<file path="src/rtl/mc_ctrl_pkg.sv">
// Shared encodings for the RV32I multi-cycle control FSM: states, opcodes and
// the select codes it drives into the datapath.
package mc_ctrl_pkg;

    typedef enum logic [2:0] {
        ST_FETCH  = 3'd0,
        ST_DECODE = 3'd1,
        ST_EXEC   = 3'd2,
        ST_MEM    = 3'd3,
        ST_WB     = 3'd4,
        ST_TRAP   = 3'd5
    } state_t;

    localparam logic [6:0] OPC_OP_IMM = 7'b0010011;
    localparam logic [6:0] OPC_OP     = 7'b0110011;
    localparam logic [6:0] OPC_LOAD   = 7'b0000011;
    localparam logic [6:0] OPC_STORE  = 7'b0100011;
    localparam logic [6:0] OPC_JALR   = 7'b1100111;

    localparam logic [1:0] IMM_NONE = 2'd0;
    localparam logic [1:0] IMM_I    = 2'd1;
    localparam logic [1:0] IMM_S    = 2'd2;

    localparam logic [1:0] WB_ALU = 2'd0;
    localparam logic [1:0] WB_MEM = 2'd1;
    localparam logic [1:0] WB_PC4 = 2'd2;

    localparam logic PC_SRC_PC4  = 1'b0;
    localparam logic PC_SRC_JALR = 1'b1;

    typedef struct packed {
        logic is_opimm;
        logic is_op;
        logic is_load;
        logic is_store;
        logic is_jalr;
        logic legal;
    } opc_class_t;

    function automatic logic [1:0] imm_sel_of(input opc_class_t c);
        if (c.is_store)
            return IMM_S;
        else if (c.is_opimm || c.is_load || c.is_jalr)
            return IMM_I;
        else
            return IMM_NONE;
    endfunction

    function automatic logic [1:0] wb_sel_of(input opc_class_t c);
        if (c.is_load)
            return WB_MEM;
        else if (c.is_jalr)
            return WB_PC4;
        else
            return WB_ALU;
    endfunction

endpackage

</file>
<file path="src/rtl/mc_ctrl_fsm_opcode_decode.sv">
// Opcode classifier, shared between the control FSM and the datapath's
// immediate select.
module mc_opcode_decode
    import mc_ctrl_pkg::*;
(
    input  logic [6:0] opcode,
    output logic       is_opimm,
    output logic       is_op,
    output logic       is_load,
    output logic       is_store,
    output logic       is_jalr,
    output logic       legal
);

    assign is_opimm = (opcode == OPC_OP_IMM);
    assign is_op    = (opcode == OPC_OP);
    assign is_load  = (opcode == OPC_LOAD);
    assign is_store = (opcode == OPC_STORE);
    assign is_jalr  = (opcode == OPC_JALR);
    assign legal    = is_opimm | is_op | is_load | is_store | is_jalr;

endmodule

</file>
<file path="src/rtl/mc_ctrl_fsm.sv">
// Multi-cycle RV32I control FSM over a shared req/ready memory port.
// Optional retired-instruction counter enabled by defining MC_CTRL_INSTRET_EN.
//
// state  | meaning
// FETCH  | read instruction at PC, load IR on mem_ready
// DECODE | classify opcode, trap on unsupported
// EXEC   | ALU operation (immediate or rs2 operand)
// MEM    | load/store data access at ALU address; store retires here
// WB     | register write-back and PC update, retire
// TRAP   | sticky illegal, idle until reset
module mc_ctrl_fsm
    import mc_ctrl_pkg::*;
#(
    parameter int MEM_TIMEOUT = 16,
    parameter int TO_W        = 8
)
(
    input  logic        clk,
    input  logic        rst,
    input  logic [31:0] instr,
    input  logic        mem_rdata_vld,
    input  logic        mem_ready,
    output logic        mem_req,
    output logic        mem_we,
    output logic        addr_sel,
    output logic        ir_ld,
    output logic        pc_we,
    output logic        pc_src,
    output logic        alu_src_b,
    output logic [1:0]  imm_sel,
    output logic        reg_we,
    output logic [1:0]  wb_sel,
    output logic        illegal,
    output logic [31:0] instret
);

    state_t          state;
    state_t          state_next;
    opc_class_t      dec;
    logic [TO_W-1:0] to_cnt;
    logic            req_phase;
    logic            to_expire;
    logic            retire;
    logic            rd_nonzero;

    mc_opcode_decode u_opcode_decode (
        .opcode   (instr[6:0]),
        .is_opimm (dec.is_opimm),
        .is_op    (dec.is_op),
        .is_load  (dec.is_load),
        .is_store (dec.is_store),
        .is_jalr  (dec.is_jalr),
        .legal    (dec.legal)
    );

    assign req_phase  = (state == ST_FETCH) || (state == ST_MEM);
    assign to_expire  = req_phase && !mem_ready && (to_cnt == TO_W'(MEM_TIMEOUT - 1));
    assign rd_nonzero = (instr[11:7] != 5'd0);
    assign retire     = !rst && ((state == ST_WB) ||
                                 (state == ST_MEM && mem_ready && dec.is_store));

    always_ff @(posedge clk) begin
        if (rst)
            state <= ST_FETCH;
        else
            state <= state_next;
    end

    always_comb begin
        state_next = state;
        case (state)
            ST_FETCH: begin
                if (mem_ready)
                    state_next = ST_DECODE;
                else if (to_expire)
                    state_next = ST_TRAP;
            end
            ST_DECODE: state_next = dec.legal ? ST_EXEC : ST_TRAP;
            ST_EXEC:   state_next = (dec.is_load || dec.is_store) ? ST_MEM : ST_WB;
            ST_MEM: begin
                if (mem_ready)
                    state_next = dec.is_store ? ST_FETCH : ST_WB;
                else if (to_expire)
                    state_next = ST_TRAP;
            end
            ST_WB:   state_next = ST_FETCH;
            ST_TRAP: state_next = ST_TRAP;
            default: state_next = ST_FETCH;
        endcase
    end

    // Reset gates every combinational output so an in-flight request drops
    // in the same cycle rst is seen.
    always_comb begin
        mem_req   = 1'b0;
        mem_we    = 1'b0;
        addr_sel  = 1'b0;
        ir_ld     = 1'b0;
        pc_we     = 1'b0;
        pc_src    = PC_SRC_PC4;
        alu_src_b = 1'b0;
        imm_sel   = IMM_NONE;
        reg_we    = 1'b0;
        wb_sel    = WB_ALU;
        if (!rst) begin
            case (state)
                ST_FETCH: begin
                    mem_req = 1'b1;
                    ir_ld   = mem_ready;
                end
                ST_DECODE: imm_sel = imm_sel_of(dec);
                ST_EXEC: begin
                    imm_sel   = imm_sel_of(dec);
                    alu_src_b = !dec.is_op;
                end
                ST_MEM: begin
                    imm_sel  = imm_sel_of(dec);
                    mem_req  = 1'b1;
                    addr_sel = 1'b1;
                    mem_we   = dec.is_store;
                    pc_we    = mem_ready && dec.is_store;
                end
                ST_WB: begin
                    imm_sel = imm_sel_of(dec);
                    reg_we  = rd_nonzero;
                    wb_sel  = wb_sel_of(dec);
                    pc_we   = 1'b1;
                    pc_src  = dec.is_jalr ? PC_SRC_JALR : PC_SRC_PC4;
                end
                default: ;
            endcase
        end
    end

    always_ff @(posedge clk) begin
        if (rst)
            to_cnt <= '0;
        else if (mem_ready || !req_phase || (state_next != state))
            to_cnt <= '0;
        else
            to_cnt <= to_cnt + TO_W'(1);
    end

    always_ff @(posedge clk) begin
        if (rst)
            illegal <= 1'b0;
        else if (state_next == ST_TRAP)
            illegal <= 1'b1;
    end

`ifdef MC_CTRL_INSTRET_EN
    always_ff @(posedge clk) begin
        if (rst)
            instret <= 32'h0;
        else if (retire)
            instret <= instret + 32'd1;
    end

    logic unused_sink;
    assign unused_sink = ^{mem_rdata_vld, instr[31:12]};
`else
    assign instret = 32'h0;

    logic unused_sink;
    assign unused_sink = ^{mem_rdata_vld, instr[31:12], retire};
`endif

endmodule

</file>
<file path="config.mk">
export PLATFORM = sky130hd
export DESIGN_NAME = mc_ctrl_fsm
export DESIGN_NICKNAME = d
export VERILOG_FILES = /design/src/rtl/mc_ctrl_pkg.sv /design/src/rtl/mc_ctrl_fsm_opcode_decode.sv /design/src/rtl/mc_ctrl_fsm.sv
export SDC_FILE = /design/constraint.sdc
export NUM_CORES = 1
export LEC_CHECK = 0
export BUFFER_PORTS_ARGS = -buffer_cell sky130_fd_sc_hd__buf_2
export CORE_AREA = 8 8 59 61
export DETAILED_ROUTE_END_ITERATION = 8
export DIE_AREA = 0 0 67 69
export PLACE_DENSITY = 0.81
export SLEW_MARGIN = 20
export SYNTH_ARGS = -nofsm -noshare
export SYNTH_HDL_FRONTEND = slang
export SYNTH_SLANG_ARGS = --single-unit
</file>
<file path="constraint.sdc">
create_clock -name clk -period 3 [get_ports clk]
set_clock_uncertainty 0.2 [all_clocks]
set_input_delay 0.6 -clock clk [delete_from_list [all_inputs] [get_ports clk]]
set_output_delay 0.6 -clock clk [all_outputs]
set_load 0.02 [all_outputs]
</file>
==> metrics.md <==
| Metric | Value |
|---|---|
| Routed via count | 880 |
| Ys async rst share | 0 |
| Mapped Cells | 135 |
| GR Overflow Total | 0 |
| Tcrit/Tclk final | 0.852 |
| Synth Area per Inst | 7.66 sq um |
| Layout area overhead | 5.33% |
| CTS tree | done |
| Max clock buf depth | 2 |
| Max-Cap Viols | 0 |
| Die Ht | 69 microns |
| Clock Sinks | 12 |
| RSZ-0062 raised after global routing | false |
| Switching Fraction | 0.354 |
| Initial core utilization | 0.395 |
| Share of layout cells above drive strength 1 | 0.225 |
| Crit path arrival time | 1760 ps |
| Die Footprint | 4620 sq um |
| Share of power burned in registers | 0.469 |
| Power Density | 340 nW/um^2 |
| Final nets | 199 |
| Min-delay worst type | reg2reg |
| Post-synth top area cell | dfxtp_1 |
| GRT Overall Usage | 0.0861 |
| Cells on worst reg2reg path | 5 |
| HPWL after detailed placement | 1800 microns |
| Top cells by area, synth | dfxtp_1, buf_4, nor2_1, xnor2_1, nor3_1 |
| Layout fillers | 292 |
| Post-cts repair resize count | 0 |
| Total power | 0.000370 W |
| Synth Register Bits | 12 |
| Finish-stage setup viols | 0 |
| Most common cell in the netlist | buf_4 |
| Hold buffers post-CTS | 0 |
| Setup bufs post-CTS | 0 |
| Max Freq | 391 MHz |
| Gpl congestion | 0.818 |
| Comb pwr share | 0.268 |
| Leak | 0.498 nW |
| Vias in the first global route | 778 |
| Psw | 0.000131 W |
| Io pins | 81 |
| Row count | 19 |
| Top_reg_cell synth | dfxtp_1 |
| Synth warn | 0 |
| CTS root buffer | clkbuf_4 |
| Seq/Total Area, Yosys | 0.232 |
| Clock power frac | 0.263 |
| Synth cell types | 42 |
| FF-to-FF End | to_cnt[3] |
| Die Width | 67 microns |
| Drt first pass iters | 4 |
| CTS buffer count | 3 |
| Status | complete, no violations |
| Largest net degree at the start of global routing | 15 |
| Final Hold Viols | 0 |
| Clock latency on the worst-skew pair | 270 ps |
| Initial antenna violation count | 0 |
| 1st-iter DRT viols | 38 |
| PortBufs | 27 |
| P_int | 0.000239 W |
| CP Max Fanout | 4 |
| Commonest cells in the netlist | buf_4, nor2_1, dfxtp_1, nand2_1, nor3_1 |
| Slew Viols, Final | 0 |
| Min-Delay Endpoint | to_cnt[0] |
| Final setup TNS | 0 ps |
| Worst endpoint required time | 2200 ps |
| Layout Utilization | 0.416 |
| Hold path depth | 1 |
| Hold_sp | to_cnt[0] |
| Detail Route Antenna Nets | 0 |
| Clk pin slew, worst setup/hold paths | 70 ps |
| Final worst path period need | 2560 ps |
| Vias per cell | 4.61 |
| Mapped Area | 1030 sq um |
| R2R setup slack | 930 ps |
| Startpoint types | primary input |
| Drt total wl | 2190 microns |
| Worst IR Drop VDD | 0.000328 V |
| H-tree depth | 1 |
| Post-synth EDFFs | 0 |
| RR Startpoint | to_cnt[5] |
| ANT cells | 0 |
| Drc violations | 0 |
| Top cell type's share of synthesized area | 0.232 |
| Core area | 2620 sq um |
| First-pass GRT wire length | 3370 microns |
| Critical path type | in2out |
| Crit end category | primary output |
| Routed len/inst | 11.5 microns |
metrics by stage:
step / cells / hold slack [ps] / instance area (sq um) / setup WS (ps)
final: 191 / 266 / 1090 / 443
after global routing: 191 / 281 / 1090 / 284
after CTS: 191 / 266 / 1090 / 417
after detailed placement: 188 / 250 / 1070 / 421
after global placement: 188 / 242 / 1070 / 450
after floorplan: 166 / 226 / 1150 / 156
worst max path at each step:
stage	endpoint	depth (start not counted)	slack, ps	from
6_report	pc_we	7	440	instr[2]
2_1_floorplan	pc_we	5	160	rst
3_5_place_dp	pc_we	7	420	instr[2]
3_3_place_gp	pc_we	7	450	instr[2]
5_1_grt	pc_we	7	280	instr[2]
4_1_cts	pc_we	7	420	instr[2]
cell usage in the layout (no fill, tap or decap), drive strengths merged, types with 2 or more instances in the layout:
master / synthesis / routed
a31oi: 2 / 2
and3b: 2 / 2
buf: 35 / 27
clkbuf: 1 / 3
conb: 1 / 32
dfxtp: 12 / 12
inv: 5 / 5
nand2: 8 / 8
nand3: 4 / 4
nand3b: 2 / 2
nand4: 2 / 2
nor2: 17 / 17
nor2b: 4 / 4
nor3: 8 / 8
or4: 2 / 2
xnor2: 5 / 5
xor2: 3 / 3
registers in the layout (all words and copies together), names as in the netlist:
signal / cells
illegal: 1
state: 3
to_cnt: 8
layout make-up:
class	instances	area, sq um	area share
Clock buffer	3	22.5	0.0207
Sequential cell	12	240	0.221
Timing Repair Buffer	27	135	0.124
Inverter	5	18.8	0.0172
Tap cell	31	38.8	0.0356
Multi-Input combinational cell	113	633	0.582
logic make-up after synthesis:
family	count (synthesis)	share of synthesized area
AND/OR/NAND/NOR	57	0.295
buffers and inverters	41	0.268
AO/OA/AOI/OAI	15	0.121
flip-flops	12	0.232
XOR/XNOR	8	0.0678
adder cells (fa/ha/maj)	1	0.0121
other	1	0.00363
routing by layer:
metal | GRT usage | share of wire
met3 | 0.0275 | 0.13
met4 | 0.0279 | 0
met1 | 0.0946 | 0.39
met2 | 0.149 | 0.48
met5 | 0 | 0
power by group through the flow:
stage	Clock (W)	Combinational (W)	Sequential, W
6_report	0.0000971	0.0000991	0.000174
4_1_cts	0.000102	0.0000978	0.000173
3_5_place_dp	0	0.0000976	0.000177
5_1_grt	0.000109	0.000108	0.000174
2_1_floorplan	0	0.000113	0.000172
3_3_place_gp	0	0.0000967	0.000177
critical path, cell delays in order:
cell     delay (ps)
buf_2           110
nor3_1          370
nand3_1         210
nor2b_1         180
nand2_1          70
nand2_1          50
buf_2           160
Note: power is estimated with default switching activity, not from simulation.
